**config.mk**
```make
export PLATFORM = sky130hd
export DESIGN_NAME = mem_access_stage_flat
export DESIGN_NICKNAME = d
export VERILOG_FILES = /design/src/rtl/mips_pkg.sv /design/src/rtl/mem_access_stage_if.sv /design/src/rtl/mem_lane_align.sv /design/src/rtl/mem_access_stage.sv /design/src/flat_wrapper.sv
export SDC_FILE = /design/constraint.sdc
export NUM_CORES = 1
export LEC_CHECK = 0
export ABC_AREA = 1
export BUFFER_PORTS_ARGS = -buffer_cell sky130_fd_sc_hd__buf_2
export CORE_ASPECT_RATIO = 1.2
export CORE_MARGIN = 2
export CORE_UTILIZATION = 35
export DETAILED_ROUTE_END_ITERATION = 12
export GPL_TIMING_DRIVEN = 0
export RECOVER_POWER = 25
export SYNTH_ARGS = -nofsm -noshare
export SYNTH_HDL_FRONTEND = slang
export SYNTH_SLANG_ARGS = --single-unit
```
**constraint.sdc**
```tcl
create_clock -name clk -period 4.75 [get_ports clk]
set_input_delay 0.475 -clock clk [delete_from_list [all_inputs] [get_ports clk]]
set_output_delay 0.475 -clock clk [all_outputs]
set_load 0.05 [all_outputs]
```
**src/rtl/mips_pkg.sv**
```systemverilog
// Shared MIPS pipeline definitions: memory control bus layout, access sizes
// and the MEM-stage state encoding.
package mips_pkg;

  localparam int MEM_READ  = 0;
  localparam int MEM_WRITE = 1;
  localparam int BRANCH    = 2;
  localparam int SIZE_LO   = 3;
  localparam int SIZE_HI   = 4;
  localparam int LOAD_UNS  = 5;

  localparam logic [1:0] SZ_BYTE = 2'b00;
  localparam logic [1:0] SZ_HALF = 2'b01;
  localparam logic [1:0] SZ_WORD = 2'b10;

  typedef enum logic {
    IDLE = 1'b0,
    WAIT = 1'b1
  } state_e;

  // Size code 2'b11 behaves as a word access.
  function automatic logic addr_aligned(input logic [1:0] size, input logic [1:0] addr_lo);
    logic ok;
    case (size)
      SZ_BYTE: ok = 1'b1;
      SZ_HALF: ok = ~addr_lo[0];
      default: ok = (addr_lo == 2'b00);
    endcase
    return ok;
  endfunction

endpackage

```
**src/rtl/mem_access_stage_if.sv**
```systemverilog
// Data-memory request/acknowledge bus between the MEM stage (master) and the
// data memory (slave).
interface mem_access_stage_if #(
  parameter int ADDR_BITS  = 32,
  parameter int DATA_WIDTH = 32
);
  logic                  dmem_req;
  logic                  dmem_we;
  logic [ADDR_BITS-1:0]  dmem_addr;
  logic [DATA_WIDTH-1:0] dmem_wdata;
  logic [3:0]            dmem_be;
  logic [DATA_WIDTH-1:0] dmem_rdata;
  logic                  dmem_ack;

  modport master (
    output dmem_req, dmem_we, dmem_addr, dmem_wdata, dmem_be,
    input  dmem_rdata, dmem_ack
  );

  modport slave (
    input  dmem_req, dmem_we, dmem_addr, dmem_wdata, dmem_be,
    output dmem_rdata, dmem_ack
  );
endinterface

```
**src/rtl/mem_lane_align.sv**
```systemverilog
// Little-endian lane steering for a 32-bit data bus: store byte enables and
// data replication, plus load lane extraction with sign/zero extension.
module mem_lane_align
  import mips_pkg::*;
(
  input  logic [1:0]  size,
  input  logic        load_unsigned,
  input  logic [1:0]  addr_lo,
  input  logic [31:0] store_data,
  input  logic [31:0] load_word,
  output logic [3:0]  byte_en,
  output logic [31:0] store_word,
  output logic [31:0] load_data
);

  logic [7:0]  load_byte;
  logic [15:0] load_half;

  always_comb begin
    case (addr_lo)
      2'd0:    load_byte = load_word[7:0];
      2'd1:    load_byte = load_word[15:8];
      2'd2:    load_byte = load_word[23:16];
      default: load_byte = load_word[31:24];
    endcase
    load_half = addr_lo[1] ? load_word[31:16] : load_word[15:0];
  end

  always_comb begin
    byte_en    = 4'b1111;
    store_word = store_data;
    load_data  = load_word;
    case (size)
      SZ_BYTE: begin
        byte_en    = 4'b0001 << addr_lo;
        store_word = {4{store_data[7:0]}};
        load_data  = load_unsigned ? {24'b0, load_byte} : {{24{load_byte[7]}}, load_byte};
      end
      SZ_HALF: begin
        byte_en    = addr_lo[1] ? 4'b1100 : 4'b0011;
        store_word = {2{store_data[15:0]}};
        load_data  = load_unsigned ? {16'b0, load_half} : {{16{load_half[15]}}, load_half};
      end
      default: begin
        byte_en    = 4'b1111;
        store_word = store_data;
        load_data  = load_word;
      end
    endcase
  end

endmodule

```
**src/rtl/mem_access_stage.sv**
```systemverilog
// MIPS MEM stage: resolves branches, runs loads/stores over the dmem req/ack
// bus while stalling upstream, and registers the MEM/WB outputs.
module mem_access_stage
  import mips_pkg::*;
#(
  parameter int DATA_WIDTH     = 32,
  parameter int ADDR_BITS      = 32,
  parameter int MEM_BUS_WIDTH  = 6,
  parameter int WB_BUS_WIDTH   = 2,
  parameter int REG_ADDR_WIDTH = 5
) (
  input  logic                      clk,
  input  logic                      rst_n,
  input  logic                      valid_in,
  input  logic [MEM_BUS_WIDTH-1:0]  memory_bus_in,
  input  logic [WB_BUS_WIDTH-1:0]   wb_bus_in,
  input  logic [DATA_WIDTH-1:0]     alu_result_in,
  input  logic [DATA_WIDTH-1:0]     reg_rt_data_in,
  input  logic [REG_ADDR_WIDTH-1:0] add_reg_w_in,
  input  logic [ADDR_BITS-1:0]      next_pc_in,
  input  logic                      alu_zero_flag_in,
  output logic                      pc_src_out,
  output logic [ADDR_BITS-1:0]      branch_pc_out,
  output logic                      stall_out,
  mem_access_stage_if.master        dmem,
  output logic                      valid_out,
  output logic [DATA_WIDTH-1:0]     read_data_out,
  output logic [DATA_WIDTH-1:0]     alu_result_out,
  output logic [REG_ADDR_WIDTH-1:0] add_reg_w_out,
  output logic [WB_BUS_WIDTH-1:0]   wb_bus_out,
  output logic                      misaligned_out
);

  state_e state_q, state_d;

  logic                      dmem_req_q, dmem_req_d;
  logic                      dmem_we_q, dmem_we_d;
  logic [ADDR_BITS-1:0]      dmem_addr_q, dmem_addr_d;
  logic [DATA_WIDTH-1:0]     dmem_wdata_q, dmem_wdata_d;
  logic [3:0]                dmem_be_q, dmem_be_d;

  logic                      valid_out_q, valid_out_d;
  logic                      misaligned_q, misaligned_d;
  logic [DATA_WIDTH-1:0]     read_data_q, read_data_d;
  logic [DATA_WIDTH-1:0]     alu_result_q, alu_result_d;
  logic [REG_ADDR_WIDTH-1:0] add_reg_w_q, add_reg_w_d;
  logic [WB_BUS_WIDTH-1:0]   wb_bus_q, wb_bus_d;

  logic [DATA_WIDTH-1:0]     hold_alu_q, hold_alu_d;
  logic [WB_BUS_WIDTH-1:0]   hold_wb_q, hold_wb_d;
  logic [REG_ADDR_WIDTH-1:0] hold_dest_q, hold_dest_d;
  logic [1:0]                hold_size_q, hold_size_d;
  logic                      hold_uns_q, hold_uns_d;
  logic                      hold_write_q, hold_write_d;

  logic       mem_read, mem_write, is_branch, load_uns;
  logic [1:0] acc_size;
  logic       access, aligned, start, in_wait;

  assign mem_read  = memory_bus_in[MEM_READ];
  assign mem_write = memory_bus_in[MEM_WRITE];
  assign is_branch = memory_bus_in[BRANCH];
  assign load_uns  = memory_bus_in[LOAD_UNS];
  assign acc_size  = memory_bus_in[SIZE_HI:SIZE_LO];

  assign in_wait = (state_q == WAIT);
  assign access  = valid_in & (mem_read | mem_write);
  assign aligned = addr_aligned(acc_size, alu_result_in[1:0]);
  assign start   = ~in_wait & access & aligned;

  assign stall_out     = start | (in_wait & ~dmem.dmem_ack);
  assign pc_src_out    = valid_in & is_branch & alu_zero_flag_in & ~in_wait;
  assign branch_pc_out = next_pc_in;

  // One aligner serves both directions: incoming instruction while idle,
  // captured access while waiting for the load word.
  logic [1:0]  lane_size;
  logic        lane_uns;
  logic [1:0]  lane_lo;
  logic [3:0]  lane_be;
  logic [31:0] lane_wdata;
  logic [31:0] lane_load;

  assign lane_size = in_wait ? hold_size_q     : acc_size;
  assign lane_uns  = in_wait ? hold_uns_q      : load_uns;
  assign lane_lo   = in_wait ? hold_alu_q[1:0] : alu_result_in[1:0];

  mem_lane_align u_lane_align (
    .size          (lane_size),
    .load_unsigned (lane_uns),
    .addr_lo       (lane_lo),
    .store_data    (reg_rt_data_in),
    .load_word     (dmem.dmem_rdata),
    .byte_en       (lane_be),
    .store_word    (lane_wdata),
    .load_data     (lane_load)
  );

  always_comb begin
    state_d      = state_q;
    dmem_req_d   = dmem_req_q;
    dmem_we_d    = dmem_we_q;
    dmem_addr_d  = dmem_addr_q;
    dmem_wdata_d = dmem_wdata_q;
    dmem_be_d    = dmem_be_q;
    valid_out_d  = 1'b0;
    misaligned_d = 1'b0;
    read_data_d  = read_data_q;
    alu_result_d = alu_result_q;
    add_reg_w_d  = add_reg_w_q;
    wb_bus_d     = wb_bus_q;
    hold_alu_d   = hold_alu_q;
    hold_wb_d    = hold_wb_q;
    hold_dest_d  = hold_dest_q;
    hold_size_d  = hold_size_q;
    hold_uns_d   = hold_uns_q;
    hold_write_d = hold_write_q;

    case (state_q)
      IDLE: begin
        if (start) begin
          hold_alu_d   = alu_result_in;
          hold_wb_d    = wb_bus_in;
          hold_dest_d  = add_reg_w_in;
          hold_size_d  = acc_size;
          hold_uns_d   = load_uns;
          hold_write_d = mem_write;
          dmem_req_d   = 1'b1;
          dmem_we_d    = mem_write;
          dmem_addr_d  = {alu_result_in[ADDR_BITS-1:2], 2'b00};
          dmem_be_d    = lane_be;
          dmem_wdata_d = lane_wdata;
          wb_bus_d     = '0;
          state_d      = WAIT;
        end else begin
          // Here any access is necessarily misaligned: retire it without
          // touching memory and with writeback suppressed.
          valid_out_d  = valid_in;
          misaligned_d = access;
          read_data_d  = '0;
          alu_result_d = alu_result_in;
          add_reg_w_d  = add_reg_w_in;
          wb_bus_d     = (valid_in & ~access) ? wb_bus_in : '0;
        end
      end
      WAIT: begin
        if (dmem.dmem_ack) begin
          dmem_req_d   = 1'b0;
          valid_out_d  = 1'b1;
          read_data_d  = hold_write_q ? '0 : lane_load;
          alu_result_d = hold_alu_q;
          add_reg_w_d  = hold_dest_q;
          wb_bus_d     = hold_wb_q;
          state_d      = IDLE;
        end
      end
      default: state_d = IDLE;
    endcase
  end

  always_ff @(posedge clk or negedge rst_n) begin
    if (!rst_n) begin
      state_q      <= IDLE;
      dmem_req_q   <= 1'b0;
      dmem_we_q    <= 1'b0;
      dmem_addr_q  <= '0;
      dmem_wdata_q <= '0;
      dmem_be_q    <= '0;
      valid_out_q  <= 1'b0;
      misaligned_q <= 1'b0;
      read_data_q  <= '0;
      alu_result_q <= '0;
      add_reg_w_q  <= '0;
      wb_bus_q     <= '0;
      hold_alu_q   <= '0;
      hold_wb_q    <= '0;
      hold_dest_q  <= '0;
      hold_size_q  <= '0;
      hold_uns_q   <= 1'b0;
      hold_write_q <= 1'b0;
    end else begin
      state_q      <= state_d;
      dmem_req_q   <= dmem_req_d;
      dmem_we_q    <= dmem_we_d;
      dmem_addr_q  <= dmem_addr_d;
      dmem_wdata_q <= dmem_wdata_d;
      dmem_be_q    <= dmem_be_d;
      valid_out_q  <= valid_out_d;
      misaligned_q <= misaligned_d;
      read_data_q  <= read_data_d;
      alu_result_q <= alu_result_d;
      add_reg_w_q  <= add_reg_w_d;
      wb_bus_q     <= wb_bus_d;
      hold_alu_q   <= hold_alu_d;
      hold_wb_q    <= hold_wb_d;
      hold_dest_q  <= hold_dest_d;
      hold_size_q  <= hold_size_d;
      hold_uns_q   <= hold_uns_d;
      hold_write_q <= hold_write_d;
    end
  end

  assign dmem.dmem_req   = dmem_req_q;
  assign dmem.dmem_we    = dmem_we_q;
  assign dmem.dmem_addr  = dmem_addr_q;
  assign dmem.dmem_wdata = dmem_wdata_q;
  assign dmem.dmem_be    = dmem_be_q;

  assign valid_out      = valid_out_q;
  assign misaligned_out = misaligned_q;
  assign read_data_out  = read_data_q;
  assign alu_result_out = alu_result_q;
  assign add_reg_w_out  = add_reg_w_q;
  assign wb_bus_out     = wb_bus_q;

endmodule

```
**src/flat_wrapper.sv**
```systemverilog
// flat-port wrapper written by rule: the top's interface ports become plain ports
module mem_access_stage_flat import mips_pkg::*;
#(
  parameter int DATA_WIDTH     = 32,
  parameter int ADDR_BITS      = 32,
  parameter int MEM_BUS_WIDTH  = 6,
  parameter int WB_BUS_WIDTH   = 2,
  parameter int REG_ADDR_WIDTH = 5
)
  (clk, rst_n, valid_in, memory_bus_in, wb_bus_in, alu_result_in, reg_rt_data_in, add_reg_w_in, next_pc_in, alu_zero_flag_in, pc_src_out, branch_pc_out, stall_out, valid_out, read_data_out, alu_result_out, add_reg_w_out, wb_bus_out, misaligned_out, dmem_dmem_req, dmem_dmem_we, dmem_dmem_addr, dmem_dmem_wdata, dmem_dmem_be, dmem_dmem_rdata, dmem_dmem_ack);
  mem_access_stage_if #(.ADDR_BITS(ADDR_BITS), .DATA_WIDTH(DATA_WIDTH)) dmem_i ();
  input  logic clk;
  input  logic rst_n;
  input  logic valid_in;
  input  logic [MEM_BUS_WIDTH-1:0] memory_bus_in;
  input  logic [WB_BUS_WIDTH-1:0] wb_bus_in;
  input  logic [DATA_WIDTH-1:0] alu_result_in;
  input  logic [DATA_WIDTH-1:0] reg_rt_data_in;
  input  logic [REG_ADDR_WIDTH-1:0] add_reg_w_in;
  input  logic [ADDR_BITS-1:0] next_pc_in;
  input  logic alu_zero_flag_in;
  output logic pc_src_out;
  output logic [ADDR_BITS-1:0] branch_pc_out;
  output logic stall_out;
  output logic valid_out;
  output logic [DATA_WIDTH-1:0] read_data_out;
  output logic [DATA_WIDTH-1:0] alu_result_out;
  output logic [REG_ADDR_WIDTH-1:0] add_reg_w_out;
  output logic [WB_BUS_WIDTH-1:0] wb_bus_out;
  output logic misaligned_out;
  output wire logic [$bits(dmem_i.dmem_req)-1:0] dmem_dmem_req;
  output wire logic [$bits(dmem_i.dmem_we)-1:0] dmem_dmem_we;
  output wire logic [$bits(dmem_i.dmem_addr)-1:0] dmem_dmem_addr;
  output wire logic [$bits(dmem_i.dmem_wdata)-1:0] dmem_dmem_wdata;
  output wire logic [$bits(dmem_i.dmem_be)-1:0] dmem_dmem_be;
  input wire logic [$bits(dmem_i.dmem_rdata)-1:0] dmem_dmem_rdata;
  input wire logic [$bits(dmem_i.dmem_ack)-1:0] dmem_dmem_ack;
  assign dmem_dmem_req = dmem_i.dmem_req;
  assign dmem_dmem_we = dmem_i.dmem_we;
  assign dmem_dmem_addr = dmem_i.dmem_addr;
  assign dmem_dmem_wdata = dmem_i.dmem_wdata;
  assign dmem_dmem_be = dmem_i.dmem_be;
  assign dmem_i.dmem_rdata = dmem_dmem_rdata;
  assign dmem_i.dmem_ack = dmem_dmem_ack;
  mem_access_stage #(.DATA_WIDTH(DATA_WIDTH), .ADDR_BITS(ADDR_BITS), .MEM_BUS_WIDTH(MEM_BUS_WIDTH), .WB_BUS_WIDTH(WB_BUS_WIDTH), .REG_ADDR_WIDTH(REG_ADDR_WIDTH)) u_core (.clk(clk), .rst_n(rst_n), .valid_in(valid_in), .memory_bus_in(memory_bus_in), .wb_bus_in(wb_bus_in), .alu_result_in(alu_result_in), .reg_rt_data_in(reg_rt_data_in), .add_reg_w_in(add_reg_w_in), .next_pc_in(next_pc_in), .alu_zero_flag_in(alu_zero_flag_in), .pc_src_out(pc_src_out), .branch_pc_out(branch_pc_out), .stall_out(stall_out), .dmem(dmem_i), .valid_out(valid_out), .read_data_out(read_data_out), .alu_result_out(alu_result_out), .add_reg_w_out(add_reg_w_out), .wb_bus_out(wb_bus_out), .misaligned_out(misaligned_out));
endmodule
```
; ---- After elaboration in Yosys (flattened, before gate mapping)
; Index checks and enable logic that the tools add are counted.
[totals]
output_inout_bits = 177
word_cells = 83
in_bits = 146
register_bits = 184
[classes]
n_mux = 37
reduce_logical = 7
n_shift = 1
bitwise = 14
eq_ne = 7
[op_table]
columns = op, count
row1 = one-hot mux 32 bit (2 select lines), 4
row2 = two-way mux 32 bit, 7
row3 = one-hot mux 8 bit (3 select lines), 1
row4 = two-way mux 16 bit, 1
row5 = two-way mux 2 bit, 5
row6 = two-way mux 5 bit, 2
row7 = one-hot mux 5 bit (2 select lines), 1
row8 = two-way mux 1 bit, 9
row9 = bitwise AND 1 bit, 8
row10 = logical NOT 2 bit, 4
row11 = one-hot mux 1 bit (2 select lines), 4
row12 = one-hot mux 4 bit (2 select lines), 1
row13 = "equality test 2 x 1 -> 1 bit, second input constant", 3
row14 = AND reduction 2 bit, 3
row15 = two-way mux 4 bit, 1
row16 = "inequality test 2 bit, second input constant", 2
row17 = inverter 1 bit, 4
row18 = one-hot mux 2 bit (2 select lines), 1
row19 = "left shift 1 x 2 -> 4 bit, first input constant", 1
row20 = "equality test 2 bit, second input constant", 1
row21 = "inequality test 2 x 1 -> 1 bit, second input constant", 1
row22 = OR 1 bit, 2

; ---- Longest topological paths before layout
; Gate-level depths: netlist of the first run.
[logic_depth]
ltp_word = 8
mapped_depth = 13

; ---- Modules after synthesis
; Synthesis of the first run repeated with hierarchy kept, for this count alone.
[unflattened]
cells_unflattened = 1135
hier_area_um2 = 8409.3
[modules_own_cells]
columns = mod, cells_each, area_each_um2, seq_area_each_um2, n_inst
row1 = mem_access_stage, 896, 7199.4, 3853.7, 1
row2 = mem_lane_align, 239, 1209.9, 0.0, 1

; ---- Worst setup path before layout of the first run
; Ideal clock, no wire load.
[synth_path]
path_kind = register to output
start = reg u_core.state_q (netlist: u_core.in_wait)
end = out stall_out
path_stages_with_launch = 10
path_buffers = 4
setup_slack_ns = 2.830
arrival_ns = 1.445
t_required_ns = 4.275
path_cell_list = dfrtp_1 > buf_6 > inv_4 > buf_8 > nand2_2 > nor2_1 > nand2_2 > nand2_2 > buf_6 > buf_4
[synth_via]
elab_chain_len = 4
word_cells_on_any_way = 5
[synth_lines]
columns = item, line_no
row1 = "start, declared", mem_access_stage.sv:34  ; state_e state_q, state_d;
row2 = "start signal, assigned", mem_access_stage.sv:182  ; state_q <= state_d;
row3 = inverter 1 bit (no line), -
row4 = bitwise AND 1 bit (2 in series), mem_access_stage.sv:69  ; assign start = ~in_wait & access & aligned;
row5 = OR 1 bit *, mem_access_stage.sv:71  ; assign stall_out = start | (in_wait & ~dmem.dmem_ack);
row6 = "end, declared", flat_wrapper.sv:24  ; output logic stall_out;
; Mark *: on every way between the ends. The rest lies on a longest branch, timed or not.

; ---- Final worst setup path of the first run
; Same ends and word-level chain as after synthesis.

==> flow_summary_export.csv, run 1 <==
group,metric,value,unit
placed_design,dp_hpwl,18520,um
setup_path,cp-start-kind,"flip-flop",
logic_synthesis,synthTopCellsByCount,"383 x nand2_1, 154 x dfrtp_1, 134 x nor2_1",
placed_design,gp_congestion,0.8337,
setup_path,cpMaxStageDelayCell,"dfrtp_1",
clocking,root_buffer,"clkbuf_16",
global_routing,grt_start_max_net_pins,80,
global_routing,grt_pass1_wl,39030,um
logic_synthesis,ys_seq_area_share,50.04,%
logic_synthesis,async_flop_share,100.0,%
timing,fin_crit_sh,61.10,%
setup_path,startpoint,"u_core.in_wait",
drt,drt_iter0_markers,404,
run_status,violations,"capacitance limit, slew limit",
cells_and_area,syn2layout_area_growth,31.28,%
placed_design,placed_area,0.009527,sq mm
clocking,clk_latency,420,ps
cells_and_area,layout-drive-gt1-share,34.23,%
setup_path,critical_path.cell_chain,"buf_6 -> inv_4 -> buf_8 -> nand2_2 -> nor2_1 -> nand2_2 -> nand2_2 -> buf_6 -> buf_4 -> buf_2",
setup_path,arrival,2430,ps
timing,rsz0062_at_grt,"no",
min_path,hp-class,"input pin to asynchronous set/reset pin",
floorplan,die_area,0.02321,sq mm
setup_path,cp_slowest_stage_delay,370,ps
logic_synthesis,synth_area_per_cell,7.923,sq um
floorplan,fp-row-count,59,
global_routing,gr-usage-all-layers,21.14,%
cells_and_area,fillCellCount,2199,
timing,worst_pin_slew,1995,ps
clocking,clkSinkCount,154,
power,ir_worst_vdd,0.0002665,V
global_routing,grt_overflow,0,
clocking,holdBufCountCts,0,
logic_synthesis,synth_flop_cell,"dfrtp_1",
logic_synthesis,synth_top_area_share,50.04,%
logic_synthesis,syn_inst,972,
setup_path,crit_path_max_fanout,10,
power,power_density,534.4,mW/mm^2
placed_design,io_buffers,288,
cells_and_area,final_area,0.01011,sq mm
cells_and_area,nNetsFinal,1427,
flow_run,maxCapViolCount,1,
global_routing,grt_antenna_before_repair,1,
timing,setup_viol,0,
floorplan,ios,323,
clocking,cts_setup_buffers,0,
drt,via_per_inst,4.726,
setup_path,critPathKind,"flip-flop to primary output",
logic_synthesis,yosysTopAreaCell,"dfrtp_1",
clocking,htreeDepth,4,
logic_synthesis,synth_seq_cells,154,
timing,drv_slew,80,
clocking,cts_tree,"yes",
drt,dr.pass1.iters,4,
floorplan,die_height,166.5,um
floorplan,die_w,139.4,um
drt,drcViolationCount,0,
run_status,status,"finished, violations left",
logic_synthesis,synth.area.top_cells,"dfrtp_1 50%, nand2_1 19%, buf_4 7.2%, nor2_1 6.5%, o31ai_1 3.4%",
setup_path,end_kind,"primary output",
logic_synthesis,synth_edf_count,0,
logic_synthesis,yosys.cell_count.top_type,"nand2_1",
clocking,cts-buffers-inserted,17,
clocking,cts_resized,0,
timing,skew,15.01,ps
clocking,cts_buffer_depth,2,
power,p_leak,5.651,nW
drt,ant_nets,0,
timing,min_period,2902,ps
floorplan,start_util,35.60,%
floorplan,core,0.02163,sq mm
logic_synthesis,syn_area,0.007701,sq mm
timing,relSlewSlack,-32.98,%
timing,hold_violations,0,
drt,wl_per_cell,15.74,um
global_routing,grt_pass1_vias,7324,
logic_synthesis,synth_warnings,0,
drt,vias,7415,
setup_path,cp_common_cell,"nand2_2",
timing,fin_setup_tns,0,ps
clocking,clkSlewWorstSetupHoldPaths,70,ps
drt,routed_wl,24700,um
setup_path,worst_ep_required_time,4280,ps
setup_path,r2r_setup_slack,2830,ps
logic_synthesis,yosysUniqueCellTypes,28,
setup_path,r2r-start,"u_core.in_wait",
timing,timing.fmax,344.6,MHz
flip-flops by register name, indices dropped and copies added (netlist names):
signal	cells
u_core.alu_result_out	32
u_core.dmem.dmem_wdata	32
u_core.read_data_out	32
u_core.hold_alu_q	31
u_core.add_reg_w_out	5
u_core.hold_dest_q	5
u_core.dmem.dmem_be	4
u_core.hold_size_q	2
u_core.hold_wb_q	2
u_core.wb_bus_out	2
u_core.dmem.dmem_addr	1
u_core.dmem.dmem_req	1
u_core.hold_uns_q	1
u_core.hold_write_q	1
u_core.in_wait	1
u_core.misaligned_out	1
u_core.valid_out	1
worst paths after layout:
path / end / depth (start not counted)
max reg2reg: u_core.read_data_out[11] / 11
max in group asynchronous: u_core.dmem.dmem_wdata[29] / 2
min in group clk: u_core.hold_alu_q[29] / 3
min: u_core.alu_result_out[8] / 1
max: stall_out / 10
min reg2reg: u_core.add_reg_w_out[2] / 2
metrics by stage:
step	power, mW	std cells	utilization, %	worst slack (ps)	hold slack, ps
floorplan	3.439	973	-	2830	179.4
global placement	4.011	1535	43.87	678.0	459.4
detailed placement	4.036	1536	44.04	2225	461.6
CTS	5.460	1568	46.83	1804	46.10
global route	5.677	1569	46.74	1661	35.36
finish	5.402	1569	46.74	1848	2.150
critical path: cells and delay by family (launching register included):
family | cells | cell delay, ps
flip-flops | 1 | 370
AND/OR/NAND/NOR | 4 | 620
buffers and inverters | 6 | 1010
cell usage in the layout, fill, tap and decap left out, types with 3 or more instances in the layout:
| master | count |
|---|---|
| nand2_1 | 383 |
| buf_2 | 299 |
| dfrtp_1 | 154 |
| nor2_1 | 134 |
| buf_4 | 74 |
| o31ai_1 | 35 |
| a21oi_1 | 32 |
| nand3_1 | 27 |
| inv_1 | 24 |
| clkbuf_1 | 19 |
| o21ai_0 | 18 |
| clkbuf_16 | 17 |
| nand2_2 | 15 |
| a31oi_1 | 15 |
| buf_6 | 7 |
| o21ai_1 | 5 |
| nand2_4 | 5 |
| inv_6 | 4 |
| clkbuf_8 | 3 |
power by group:
part / switching, mW / total, mW / internal, mW
clock network: 0.580 / 1.41 / 0.825
registers: 0.175 / 1.77 / 1.60
logic: 1.65 / 2.23 / 0.571
total: 2.41 / 5.40 / 2.99
layer usage:
layer | vias to the layer above | routed length [um] | GRT usage, %
met5 | - | 0 | 0
met4 | 0 | 325 | 5.226
met3 | 21 | 1491 | 4.859
met2 | 253 | 12300 | 36.53
met1 | 3524 | 10580 | 26.80
li1 | 3617 | - | -
final cells by class:
class                           count  area, sq um  area share (%)
Sequential cell                   154         3854           38.12
Multi-Input combinational cell    681         2974           29.42
Timing Repair Buffer              289         1456           14.41
Buffer                            112        777.0           7.686
Clock buffer                       21        470.5           4.653
Tap cell                          274        342.8           3.391
Clock inverter                     11        132.6           1.312
Inverter                           26        100.1          0.9901
Antenna cell                        1        2.502         0.02475
kinds of logic after synthesis:
logic type             count (synthesis)  share of synthesized area, %
flip-flops                           154                         50.04
other                                  1                       0.04869
AO/OA/AOI/OAI                        108                         8.530
buffers and inverters                138                         11.39
AND/OR/NAND/NOR                      571                         29.99
Note: power is estimated with default switching activity, not from simulation.
==> run 2: changes to the inputs <==
==> constraint.sdc (replaced) <==
create_clock -name clk -period 2.46 [get_ports clk]
set_input_delay 0.246 -clock clk [delete_from_list [all_inputs] [get_ports clk]]
set_output_delay 0.246 -clock clk [all_outputs]
set_load 0.05 [all_outputs]
==> flow_summary_export.csv, run 2 (synthesis results as in run 1) <==
group,metric,value,unit
run_status,status,"finished, violations left",
run_status,violations,"capacitance limit, slew limit",
power,p_leak,5.564,nW
timing,drv_slew,76,
setup_path,r2r-start,"u_core.in_wait",
power,ir_worst_vdd,0.0005152,V
setup_path,r2r_setup_slack,270,ps
setup_path,end_kind,"primary output",
timing,fin_setup_tns,0,ps
global_routing,grt_start_max_net_pins,80,
power,switching_power,4.652,mW
setup_path,critPathKind,"flip-flop to primary output",
setup_path,worst_ep_required_time,2210,ps
floorplan,core,0.02163,sq mm
timing,relSlewSlack,-19.16,%
setup_path,cp-start-kind,"flip-flop",
timing,timing.final.ws_setup,176.1,ps
placed_design,dp_hpwl,18520,um
global_routing,grt_pass1_wl,39100,um
global_routing,grt_overflow,0,
timing,setup_viol,0,
cells_and_area,layout_common_cells,"383 x nand2_1, 265 x buf_2, 154 x dfrtp_1, 134 x nor2_1, 74 x buf_4",
global_routing,grt_pass1_vias,7345,
global_routing,gr-usage-all-layers,21.17,%
floorplan,die_area,0.02321,sq mm
timing,worst_pin_slew,1787,ps
global_routing,grt_antenna_before_repair,1,
setup_path,crit_path_max_fanout,19,
cells_and_area,layout.cells.non_filler,1570,
flow_run,maxCapViolCount,1,
power,report.power.total,10.43,mW
cells_and_area,fillCellCount,2209,
cells_and_area,multiInputGateArea,0.002979,sq mm
timing,min_period,2284,ps
clocking,cts_buffer_depth,2,
timing,holdWs,38.40,ps
timing,rsz0062_at_grt,"no",
timing,timing.fmax,437.8,MHz
floorplan,start_util,35.60,%
drt,vias,7330,
floorplan,ios,323,
cells_and_area,layout-drive-gt1-share,31.58,%
drt,ant_nets,0,
clocking,root_buffer,"clkbuf_16",
min_path,hp-start,"alu_result_in[29]",
clocking,clkSlewWorstSetupHoldPaths,60,ps
clocking,htreeDepth,4,
placed_design,gp_congestion,0.8337,
min_path,hp-class,"input pin to flip-flop",
floorplan,die_height,166.5,um
power,power_density,1033,mW/mm^2
setup_path,arrival,2040,ps
drt,wl_per_cell,15.72,um
floorplan,fp-row-count,59,
placed_design,io_buffers,288,
cells_and_area,nNetsFinal,1428,
clocking,clkSinkCount,154,
drt,routed_wl,24690,um
power,power.clock.fraction,26.0,%
cells_and_area,syn2layout_area_growth,31.06,%
power,comb_power_share,41.2,%
power,switching_share,44.62,%
setup_path,timing.rr.end,"u_core.read_data_out[30]",
timing,hold_violations,0,
clocking,clk_latency,420,ps
timing,skew,17.62,ps
setup_path,reg2reg_depth,7,
floorplan,die_w,139.4,um
cells_and_area,seqCellArea,0.003854,sq mm
clocking,cts-buffers-inserted,17,
drt,drt_iter0_markers,411,
timing,fin_crit_sh,92.84,%
placed_design,dp_cells,1536,
drt,via_per_inst,4.669,
drt,drcViolationCount,0,
power,intPower,5.775,mW
power,power_frac_seq,32.8,%
cells_and_area,mostFrequentLayoutCell,"nand2_1",
min_path,min_path_cells,3,
min_path,hold-path-endpoint,"u_core.hold_alu_q[29]",
clocking,cts_tree,"yes",
placed_design,preCtsSetupSlack,201.1,ps
drt,dr.pass1.iters,5,
## run 2: worst max-delay path by stage
| stage | start | end | slack [ps] | cells past startpoint |
|---|---|---|---|---|
| 3_3_place_gp | rst_n | u_core.read_data_out[20] | -1380 | 1 |
| 4_1_cts | u_core.in_wait | stall_out | 4 | 10 |
| 2_1_floorplan | u_core.in_wait | stall_out | 770 | 9 |
| 3_5_place_dp | u_core.in_wait | stall_out | 200 | 10 |
| 6_report | u_core.in_wait | stall_out | 180 | 9 |
| 5_1_grt | u_core.in_wait | stall_out | 30 | 9 |
## run 2: metrics by stage
stage | util, % | instance area, sq um
6_report | 46.67 | 10090
3_3_place_gp | 43.87 | 9489
2_1_floorplan | - | 7705
3_5_place_dp | 44.04 | 9527
5_1_grt | 46.67 | 10090
4_1_cts | 46.97 | 10160
## run 2: repair_timing
item	4_1_cts	5_1_grt
setup endpoints to repair	1	1
resized for setup	3	0
hold buffers	1	0
buffers inserted	1	0
hold endpoints to repair	75	0
## run 2: per-layer routing
| metal | GRT usage (%) | part of all wire (%) | vias to the layer above |
|---|---|---|---|
| met5 | 0 | 0 | - |
| met4 | 5.226 | 1.2 | 0 |
| met3 | 4.859 | 5.8 | 17 |
| met2 | 36.59 | 50 | 250 |
| met1 | 26.86 | 43 | 3439 |
| li1 | - | - | 3624 |
## run 2: layout make-up
type	instances	area share (%)
antenna	1	0.02479
buffer	111	7.611
clock buffer	21	4.661
clock inverter	11	1.314
inverter	26	0.9917
multi-input combinational	681	29.52
sequential	154	38.18
tap	274	3.397
timing repair buffer	291	14.31
## run 2: power by group through the flow
stage                     clock, mW  combinational [mW]  sequential (mW)
after global routing           2.88                4.59             3.49
after global placement            0                4.30             3.44
after CTS                      2.78                4.35             3.42
after floorplan                   0                1.88             4.76
after detailed placement          0                4.34             3.45
final                          2.71                4.30             3.42
## run 2: worst max-delay path, stage by stage, from the launching register on
cell and delay (ps):
dfrtp_1 370, buf_6 140, inv_4 60, buf_8 130, nand2_2 120, nor2_1 140
nand2_2 100, nand2_4 130, buf_6 230, buf_6 190
==> run 3: changes to the inputs <==
--- a/config.mk
+++ b/config.mk
@@ -6,11 +6,11 @@
 export NUM_CORES = 1
 export LEC_CHECK = 0
 export ABC_AREA = 1
-export BUFFER_PORTS_ARGS = -buffer_cell sky130_fd_sc_hd__buf_2
 export CORE_ASPECT_RATIO = 1.2
 export CORE_MARGIN = 2
 export CORE_UTILIZATION = 35
 export DETAILED_ROUTE_END_ITERATION = 12
+export DONT_BUFFER_PORTS = 1
 export GPL_TIMING_DRIVEN = 0
 export RECOVER_POWER = 25
 export SYNTH_ARGS = -nofsm -noshare
==> flow_summary_export.csv, run 3 (synthesis results as in run 1) <==
group,metric,value,unit
placed_design,dp_hpwl,17480,um
setup_path,critPathKind,"flip-flop to primary output",
floorplan,core,0.02163,sq mm
floorplan,fp-row-count,59,
timing,min_period,2259,ps
timing,hold_violations,154,
drt,via_per_inst,4.933,
placed_design,preCtsSetupSlack,392.2,ps
setup_path,arrival,2010,ps
clocking,root_buffer,"clkbuf_16",
floorplan,start_util,35.60,%
flow_run,maxCapViolCount,0,
drt,drcViolationCount,0,
setup_path,crit_path_max_fanout,10,
global_routing,grt_pass1_wl,38060,um
global_routing,gr-usage-all-layers,20.99,%
global_routing,grt_overflow,0,
floorplan,die_w,139.4,um
timing,fin_setup_tns,0,ps
timing,rsz0062_at_grt,"no",
clocking,cts-buffers-inserted,17,
timing,holdWs,-485.1,ps
clocking,cts_tree,"yes",
floorplan,ios,323,
global_routing,grt_pass1_vias,6647,
setup_path,end_kind,"primary output",
timing,worst_pin_slew,878.0,ps
timing,fin_crit_sh,91.85,%
setup_path,timing.rr.end,"u_core.dmem.dmem_be[1]",
clocking,htreeDepth,4,
timing,drv_slew,0,
cells_and_area,layout_common_cells,"383 x nand2_1, 154 x dfrtp_1, 134 x nor2_1, 75 x buf_4, 72 x dlygate4sd3_1",
power,power_density,1043,mW/mm^2
global_routing,grt_antenna_before_repair,0,
clocking,clkSinkCount,154,
drt,ant_nets,0,
placed_design,placed_area,0.008048,sq mm
setup_path,reg2reg_depth,12,
drt,drt_iter0_markers,346,
placed_design,gp_congestion,0.8155,
placed_design,io_buffers,0,
setup_path,r2r_setup_slack,450,ps
timing,relSlewSlack,41.25,%
timing,timing.final.ws_setup,200.5,ps
timing,skew,13.10,ps
cells_and_area,mostFrequentLayoutCell,"nand2_1",
min_path,hp-class,"input pin to asynchronous set/reset pin",
cells_and_area,antenna_cells,0,
run_status,status,"finished, violations left",
clocking,clkSlewWorstSetupHoldPaths,70,ps
setup_path,r2r-start,"u_core.in_wait",
drt,routed_wl,24610,um
cells_and_area,layout-drive-gt1-share,14.46,%
setup_path,cp-start-kind,"flip-flop",
cells_and_area,syn2layout_area_growth,21.64,%
clocking,holdBufCountCts,72,
cells_and_area,final_area,0.009368,sq mm
drt,dr.pass1.iters,5,
run_status,violations,"hold timing",
power,report.power.total,9.769,mW
power,p_leak,4.742,nW
timing,timing.fmax,442.6,MHz
clocking,cts_buffer_depth,2,
cells_and_area,nNetsFinal,1212,
floorplan,die_height,166.5,um
timing,setup_viol,0,
global_routing,grt_start_max_net_pins,155,
power,ir_worst_vdd,0.0005215,V
setup_path,worst_ep_required_time,2210,ps
drt,wl_per_cell,18.19,um
clocking,clk_latency,420,ps
floorplan,die_area,0.02321,sq mm
drt,vias,6674,
## run 3: cell types whose count changed in the layout (fill, tap and decap cells not counted), moves of 2 or more
| cell | before | now |
|---|---|---|
| dlygate4sd3_1 | 1 | 72 |
| inv_6 | 4 | 2 |
| clkinv_4 | 2 | 6 |
| clkinvlp_4 | 2 | 0 |
| buf_2 | 265 | 12 |
| clkbuf_1 | 53 | 19 |
| clkinv_2 | 1 | 3 |
## run 3: repair_timing
action | 4_1_cts | 5_1_grt
setup buffers | 0 | 2
hold endpoints to repair | 248 | 154
pin swaps | 0 | 0
gates cloned | 0 | 0
endpoints found under the setup margin | 1 | 1
resized for setup | 2 | 1
## run 3: worst max-delay path by stage
stage / startpoint / to / cells after the start
after floorplan: u_core.in_wait / stall_out / 9
after global placement: u_core.in_wait / stall_out / 9
after detailed placement: u_core.in_wait / stall_out / 9
after CTS: u_core.in_wait / stall_out / 9
after global routing: u_core.in_wait / stall_out / 9
final: u_core.in_wait / stall_out / 9
## run 3: where the power goes
group | total [mW] | internal (mW) | switching, mW
sequential | 4.88 | 3.06 | 1.82
combinational | 2.34 | 0.781 | 1.55
clock | 2.56 | 1.46 | 1.10
total | 9.77 | 5.29 | 4.47
## run 3: layer usage
layer	vias up	track usage (%)	wire, um	share of wire, %
met5	-	0	0	0
li1	3198	-	-	-
met3	31	5.693	1904	7.7
met4	0	7.202	484	2.0
met1	3157	25.63	9959	40
met2	288	35.81	12260	50
## run 3: cell type report
type | instances | area [sq um]
inverter | 26 | 100.1
tap | 274 | 342.8
buffer | 112 | 784.5
sequential | 154 | 3854
timing repair buffer | 74 | 735.7
clock buffer | 20 | 456.7
fill | 2147 | 12260
clock inverter | 12 | 115.1
multi-input combinational | 681 | 2979
## run 3: metrics by stage
stage          cells  util (%)
2_1_floorplan    973         -
3_3_place_gp    1247     37.21
3_5_place_dp    1247     37.21
4_1_cts         1351     43.22
5_1_grt         1353     43.31
6_report        1353     43.31
## run 3: critical path, cell delays in order, from the launching register on
cell,delay (ps)
dfrtp_1,370
buf_6,140
inv_4,60
buf_8,130
nand2_2,110
nor2_1,130
nand2_2,120
nand2_4,130
buf_6,190
buf_8,200
